$ cat config.mk
export PLATFORM = sky130hd
export DESIGN_NAME = segm2hex
export DESIGN_NICKNAME = d
export VERILOG_FILES = /design/src/rtl/segm_pkg.sv /design/src/rtl/segm_lut.sv /design/src/rtl/segm2hex.sv
export SDC_FILE = /design/constraint.sdc
export NUM_CORES = 1
export LEC_CHECK = 0
export CORE_MARGIN = 2
export CORE_UTILIZATION = 40
export DETAILED_ROUTE_END_ITERATION = 7
export HOLD_SLACK_MARGIN = 0.1
export PLACE_DENSITY = 0.6
export SYNTH_ARGS = -nofsm -noshare
export SYNTH_HDL_FRONTEND = slang
export SYNTH_SLANG_ARGS = --single-unit
$ cat constraint.sdc
create_clock -name clk -period 4.5 [get_ports clk]
set_input_delay 1.35 -clock clk [delete_from_list [all_inputs] [get_ports clk]]
set_output_delay 1.35 -clock clk [all_outputs]
set_load 0.01 [all_outputs]
$ cat src/rtl/segm_pkg.sv
// Shared seven-segment constants and decoder state type.
// Patterns are active-low, bit0=a .. bit6=g.
package segm_pkg;

  localparam logic [6:0] SEG_0     = 7'h40;
  localparam logic [6:0] SEG_1     = 7'h79;
  localparam logic [6:0] SEG_2     = 7'h24;
  localparam logic [6:0] SEG_3     = 7'h30;
  localparam logic [6:0] SEG_4     = 7'h19;
  localparam logic [6:0] SEG_5     = 7'h12;
  localparam logic [6:0] SEG_6     = 7'h02;
  localparam logic [6:0] SEG_7     = 7'h78;
  localparam logic [6:0] SEG_8     = 7'h00;
  localparam logic [6:0] SEG_9     = 7'h10;
  localparam logic [6:0] SEG_A     = 7'h08;
  localparam logic [6:0] SEG_B     = 7'h03;
  localparam logic [6:0] SEG_C     = 7'h46;
  localparam logic [6:0] SEG_D     = 7'h21;
  localparam logic [6:0] SEG_E     = 7'h06;
  localparam logic [6:0] SEG_F     = 7'h0E;
  localparam logic [6:0] SEG_BLANK = 7'h7F;

  typedef enum logic [1:0] {
    IDLE,
    SETTLE,
    LOCKED
  } state_t;

  typedef struct packed {
    logic       is_digit;
    logic       is_blank;
    logic [3:0] hex;
  } lut_t;

  // Encoder-side helper sharing the same table.
  function automatic logic [6:0] hex2seg(
    input logic [3:0] h
  );
    logic [6:0] s;
    s = SEG_BLANK;
    case (h)
      4'h0: s = SEG_0;
      4'h1: s = SEG_1;
      4'h2: s = SEG_2;
      4'h3: s = SEG_3;
      4'h4: s = SEG_4;
      4'h5: s = SEG_5;
      4'h6: s = SEG_6;
      4'h7: s = SEG_7;
      4'h8: s = SEG_8;
      4'h9: s = SEG_9;
      4'hA: s = SEG_A;
      4'hB: s = SEG_B;
      4'hC: s = SEG_C;
      4'hD: s = SEG_D;
      4'hE: s = SEG_E;
      default: s = SEG_F;
    endcase
    return s;
  endfunction

endpackage

$ cat src/rtl/segm_lut.sv
// Combinational segment-pattern lookup: seg -> {is_digit, is_blank, hex}.
// Ports: seg (7b pattern in), res (lut_t result out).
module segm_lut
  import segm_pkg::*;
(
  input  logic [6:0] seg,
  output lut_t       res
);

  always_comb begin
    res = '{is_digit: 1'b0,
            is_blank: 1'b0,
            hex:      4'h0};
    unique case (1'b1)
      (seg == SEG_0): res = '{1'b1, 1'b0, 4'h0};
      (seg == SEG_1): res = '{1'b1, 1'b0, 4'h1};
      (seg == SEG_2): res = '{1'b1, 1'b0, 4'h2};
      (seg == SEG_3): res = '{1'b1, 1'b0, 4'h3};
      (seg == SEG_4): res = '{1'b1, 1'b0, 4'h4};
      (seg == SEG_5): res = '{1'b1, 1'b0, 4'h5};
      (seg == SEG_6): res = '{1'b1, 1'b0, 4'h6};
      (seg == SEG_7): res = '{1'b1, 1'b0, 4'h7};
      (seg == SEG_8): res = '{1'b1, 1'b0, 4'h8};
      (seg == SEG_9): res = '{1'b1, 1'b0, 4'h9};
      (seg == SEG_A): res = '{1'b1, 1'b0, 4'hA};
      (seg == SEG_B): res = '{1'b1, 1'b0, 4'hB};
      (seg == SEG_C): res = '{1'b1, 1'b0, 4'hC};
      (seg == SEG_D): res = '{1'b1, 1'b0, 4'hD};
      (seg == SEG_E): res = '{1'b1, 1'b0, 4'hE};
      (seg == SEG_F): res = '{1'b1, 1'b0, 4'hF};
      (seg == SEG_BLANK):
        res = '{1'b0, 1'b1, 4'h0};
      default: ;
    endcase
  end

endmodule

$ cat src/rtl/segm2hex.sv
// Seven-segment decoder/validator: syncs segm, requires STABLE_CYCLES
// equal samples, then drives hex/valid/err/change. Macro: SEGM2HEX_ERR_STICKY_EN.
// Ports: clk, rst_n (sync, active-low), segm[6:0] in; hex[3:0], valid, err, change out.
module segm2hex
  import segm_pkg::*;
#(
  parameter int unsigned STABLE_CYCLES = 4
) (
  input  logic       clk,
  input  logic       rst_n,
  input  logic [6:0] segm,
  output logic [3:0] hex,
  output logic       valid,
  output logic       err,
  output logic       change
);

  localparam logic [7:0] LAST = 8'(STABLE_CYCLES - 1);

  logic [6:0] s1;
  logic [6:0] s2;
  logic [6:0] cand;
  logic [7:0] cnt;
  state_t     state;
  lut_t       lut;
  logic       same;
  logic       accept;
  logic       illegal;
  logic       err_nxt;

  segm_lut u_lut (
    .seg (s2),
    .res (lut)
  );

  assign same    = (s2 == cand);
  assign accept  = (state == SETTLE) && same && (cnt >= LAST);
  assign illegal = !lut.is_digit && !lut.is_blank;

`ifdef SEGM2HEX_ERR_STICKY_EN
  assign err_nxt = err | illegal;
`else
  assign err_nxt = illegal;
`endif

  always_ff @(posedge clk) begin
    if (!rst_n) begin
      s1     <= SEG_BLANK;
      s2     <= SEG_BLANK;
      cand   <= SEG_BLANK;
      cnt    <= 8'd0;
      state  <= IDLE;
      hex    <= 4'h0;
      valid  <= 1'b0;
      err    <= 1'b0;
      change <= 1'b0;
    end else begin
      s1     <= segm;
      s2     <= s1;
      change <= 1'b0;
      if (!same) begin
        // Any new pattern restarts settling from one sample.
        cand  <= s2;
        cnt   <= 8'd1;
        state <= SETTLE;
      end else if (state == SETTLE) begin
        if (accept) begin
          state <= LOCKED;
          err   <= err_nxt;
          if (lut.is_digit) begin
            hex    <= lut.hex;
            valid  <= 1'b1;
            change <= !valid || (hex != lut.hex);
          end else begin
            valid  <= 1'b0;
          end
        end else begin
          cnt <= cnt + 8'd1;
        end
      end
    end
  end

endmodule

# Yosys cells after proc, flatten, opt, wreduce, memory -nomap -nowiden
# Index checks and enable logic that the tools add are counted.
[op_classes] addsub=1 magnitude_cmp=1 eq_ne=22 muxes=8 n_bitwise=1 reduce_logical=16
[ops] cell="$pmux W6 S17" n=1
[ops] cell="$eq A7 B7 Y1 const B" n=5
[ops] cell="$eq A7 B5 Y1 const B" n=3
[ops] cell="$eq A7 B6 Y1 const B" n=3
[ops] cell="$eq A7 B2 Y1 const B" n=2
[ops] cell="$eq A7 B4 Y1 const B" n=2
[ops] cell="$reduce_and A2 Y1" n=5
[ops] cell="$add A8 B1 Y8 const B" n=1
[ops] cell="$ge A8 B2 Y1 const B" n=1
[ops] cell="$eq A7 B3 Y1 const B" n=1
[ops] cell="$eq A7 B7 Y1" n=1
[ops] cell="$logic_not A7 Y1" n=1
[ops] cell="$mux W1" n=7
[ops] cell="$reduce_and A5 Y1" n=1
[ops] cell="$ne A2 B1 Y1 const B" n=2
[ops] cell="$ne A4 B4 Y1" n=1
[ops] cell="$reduce_and A4 Y1" n=1
[ops] cell="$logic_and A1 B1 Y1" n=3
[ops] cell="$logic_not A1 Y1" n=3
[ops] cell="$reduce_and A3 Y1" n=1
[ops] cell="$eq A2 B1 Y1 const B" n=1
[ops] cell="$ne A2 B2 Y1 const B" n=1
[ops] cell="$logic_or A1 B1 Y1" n=1
[ops] cell="$not A1 Y1" n=1
[word_totals] ff_bits=38 input_bits=9 output_inout_bits=7 wordCells=60

# Logic depth before layout (Yosys ltp)
[logic_depth] word_depth=6 ltp_mapped=8 ltp_nobuf=7

# Modules after synthesis
# From an unflattened synthesis, not the netlist that was laid out.
[hier_totals] hier_cells=179 area_unflattened_um2=1735.4
[modules_own_cells] mod="segm2hex" instances=1 cells_per_inst=123 area_each_um2=1358.8 seq_area_each_um2=760.7
[modules_own_cells] mod="segm_lut" instances=1 cells_per_inst=56 area_each_um2=376.6 seq_area_each_um2=0.0

# Least setup slack after synthesis
# No wires, ideal clock.
[synth_path] kind="in2reg" startpoint="input rst_n" endpoint="register state[1]" setup_ps=70 arrival_time_ps=1809 required_ps=4430 setup_slack_ps=2620 cell_stages=3 n_path_buf=1 cell_sequence="clkbuf_1 nand2_1 a21oi_1"
[synth_between] elab_chain_cells=1
[synth_lines] item="from (decl)" line="segm2hex.sv:10" text="input logic rst_n,"
[synth_lines] item="$reduce_and A2 Y1 (no line)"
[synth_lines] item="to (signal assigned)" line="segm2hex.sv:52" text="state <= IDLE;"
[synth_lines] item="to (signal assigned)" line="segm2hex.sv:65" text="state <= SETTLE;"
[synth_lines] item="to (signal assigned)" line="segm2hex.sv:68" text="state <= LOCKED;"
[synth_lines] item="to (decl)" line="segm2hex.sv:24" text="state_t state;"
# No other way between the ends.
# A chain may end at the register's enable or synchronous reset.

# Worst setup path after layout
[layout_path] startpoint="register hex[0]" endpoint="output hex[0]"
[layout_rtl] item="from (decl)" line="segm2hex.sv:12" text="output logic [3:0] hex,"
[layout_rtl] item="from (signal assigned)" line="segm2hex.sv:71" text="hex <= lut.hex;"
# No word-level cell between the ends.

==> results.py <==
metrics = {
    "synthesis": {
        "synth_area_um2": 1700,
        "synth_edf_count": 0,
        "synth_simple_gate_area_share_pct": 32.7,
        "synthXorXnorAreaFrac_pct": 7.23,
        "ys_types": 45,
        "synth_compound_area_share_pct": 8.55,
        "async_flop_share_pct": 0,
        "synth_fa_ha_area_share_pct": 0.737,
        "synth-seq-cells": 38,
        "synth_mux_area_share_pct": 1.77,
        "synth_top_family_by_area": "simple AND/OR/NAND/NOR gates",
        "ys.warnings.count": 0,
        "synth_seq_area_share_pct": 44.8,
        "syn_area_per_cell_um2": 9.17,
        "syn-num-nets": 195,
        "syn_inst": 185,
        "synth_ff_type": "dfxtp_1",
    },
    "worst_setup_path": {
        "required_ns": 3.15,
        "cp-endpoint": "hex[0]",
        "slowest_delay_ns": 0.57,
        "cp_max_fo": 4,
        "cpMaxStageDelayCell": "clkdlybuf4s50_1",
        "end_kind": "primary output",
        "startpoint_type": "register",
        "path_class": "register to primary output",
        "r2r_start": "s2[3]",
        "r2r_cells": 6,
        "crit_buf_inv": 1,
        "startpoint": "hex[0]",
        "crit_chain": "clkdlybuf4s50_1",
        "r2r-end": "change",
        "crit_cells": 1,
        "cp_top_family": "buffers and inverters",
        "crit_arrival_ns": 1.27,
        "r2r_slack_ns": 2.37,
    },
    "final_layout": {
        "syn2layout_area_growth_pct": 13.9,
        "final_layout_size_suffix_gt1_share_pct": 7.61,
        "fin_cells": 247,
        "fillers": 400,
        "fin_nets": 207,
        "n_antenna_cell": 0,
    },
    "routing": {
        "ant_nets": 0,
        "drt_iter0_drc": 62,
        "via_per_inst": 5.23,
        "wl_per_cell_um": 12.2,
        "wl_um": 3010,
        "drc": 0,
        "vias": 1291,
        "first_pass_iters": 4,
    },
    "grt": {
        "grt_pass1_wl_um": 5380,
        "antenna_found_initial": 0,
        "track_usage_pct": 13.7,
        "grt_pass1_vias": 1188,
        "grt_overflow_total": 0,
        "grt_max_degree": 34,
    },
    "floorplan": {
        "rows": 23,
        "die_h_um": 69.1,
        "coreArea_um2": 4030,
        "start_util_pct": 42.1,
        "ios": 16,
        "die_w_um": 69.1,
        "dieArea_um2": 4780,
    },
    "clock_tree": {
        "cts_setup_buffers": 0,
        "postCtsResizedCells": 0,
        "clkTransAtPathRegs_ns": 0.07,
        "clk_path_buf_depth": 2,
        "cts_sinks": 38,
        "cts-root-buf": "clkbuf_8",
        "worstSkewPairLatency_ns": 0.28,
        "htreeDepth": 2,
        "cts_tree": "built",
        "numCtsBuffers": 5,
        "postCtsHoldBufs": 0,
    },
    "sta": {
        "setup_viol": 0,
        "setup_tns_ns": 0,
        "tightest_slew_ns": 0.531,
        "fin_crit_sh_pct": 58.2,
        "layout_min_cycle_time_ns": 2.62,
        "fin_skew_ns": 0.00482,
        "grt_setup_unrepaired": "no",
        "hold_slack_ns": 0.407,
        "fmax_mhz": 382,
        "slew_headroom_pct": 64.5,
        "hold_viol": 0,
        "slew_viol_final": 0,
    },
    "placed_design": {
        "detailed_place_hpwl_um": 2100,
        "gp_congestion": 0.866,
        "dp_cells": 240,
        "port_buffers": 15,
    },
    "pwr": {
        "leakage_nw": 0.708,
        "power_density_nw_per_um2": 319,
        "max-vdd-ir-drop_mv": 0.229,
    },
    "hold_path": {
        "hold_class": "register to register",
    },
    "outcome": {
        "status": "complete, no violations",
    },
    "run": {
        "maxCapViolations": 0,
    },
}
## metrics by stage
step / total power, mW / utilization [%] / instance area [um2] / worst slack, ns
2_1_floorplan: 0.398 / - / 1700 / 2.62
3_3_place_gp: 0.410 / 46.0 / 1850 / 1.90
3_5_place_dp: 0.412 / 46.0 / 1850 / 1.88
4_1_cts: 0.624 / 48.0 / 1930 / 1.86
5_1_grt: 0.646 / 48.0 / 1930 / 1.85
6_report: 0.616 / 48.0 / 1930 / 1.88
## cell type report
type                    instances  area (um2)  area share, %
well taps                      50        62.6           3.24
inverters                       2        7.51          0.388
clock inverters                 2        10.0          0.518
flip-flops and latches         38         761           39.4
clock buffers                   5        68.8           3.56
repair buffers                 16         158           8.16
multi-input cells             134         866           44.8
## sequential cells by signal (all words and copies together) (netlist names)
register	flops
cand	7
change	1
state	2
s1	7
hex	4
valid	1
s2	7
cnt	8
err	1
## synth_stat cells, types with 2 or more instances
library cell  instances  area, um2
a21oi_1               6       30.0
and3_1                6       37.5
and4b_1               2       20.0
buf_2                 5       25.0
buf_4                 2       15.0
clkbuf_1              3       11.3
dfxtp_1              38        761
inv_1                 2       7.51
mux2i_1               3       30.0
nand2_1              11       41.3
nand2b_1             21        131
nand3_1              14       70.1
nand4_1               4       25.0
nand4b_1              2       17.5
nor2_1               12       45.0
nor2b_1               2       12.5
nor3_1                5       25.0
nor3b_1               2       15.0
nor4_1                4       25.0
o21ai_0               4       20.0
xnor2_1               9       78.8
xor2_1                5       43.8
## report_power, final
part	switching (mW)	total, mW	leakage [nW]	internal, mW
sequential	0.0127	0.359	0.311	0.346
clock	0.109	0.212	0.0438	0.104
combinational	0.0214	0.0446	0.353	0.0232
## worst reg2reg max path: cells and delay by family, from the launching register on
family	cells	cell delay (ns)
AO/OA/AOI/OAI	3	0.49
XOR/XNOR	1	0.14
flip-flops	1	0.65
AND/OR/NAND/NOR	2	0.73
## kinds of logic after synthesis
logic type      after synthesis
fa+ha+maj                     1
flops                        38
buf+inv                      13
compound gates               21
xor+xnor                     14
simple gates                 95
mux                           3
## placed cells by master, fill, tap and decap left out, types with 2 or more instances in the layout
master and instances:
nand2_1 11, nand4b_1 2, o21ai_0 4, nor3_1 5
nor4_1 4, nand4_1 4, mux2i_1 3, xor2_1 5
nor3b_1 2, clkdlybuf4s50_1 15, nand2b_1 21, nor2b_1 2
inv_1 2, nor2_1 12, and4b_1 2, and3_1 6
clkinv_2 2, a21oi_1 6, xnor2_1 9, nand3_1 14
dfxtp_1 38, clkbuf_8 5
## worst min-delay path by stage
stage          startpoint    end  slack, ns  cells after the start
3_3_place_gp        s1[0]  s2[0]       0.39                      1
6_report            s1[0]  s2[0]       0.41                      1
4_1_cts             s1[0]  s2[0]       0.41                      1
2_1_floorplan       s1[0]  s2[0]       0.39                      1
5_1_grt             s1[3]  s2[3]       0.43                      1
3_5_place_dp        s1[0]  s2[0]       0.40                      1
## per-layer routing
| metal | global-route usage [%] | vias up | routed length, um |
|---|---|---|---|
| met5 | 0 | - | 0 |
| met4 | 5.88 | 0 | 57 |
| met3 | 4.09 | 7 | 109 |
| met2 | 21.2 | 19 | 1380 |
| met1 | 17.8 | 596 | 1460 |
| li1 | - | 669 | - |
(Power assumes the default switching activity.)
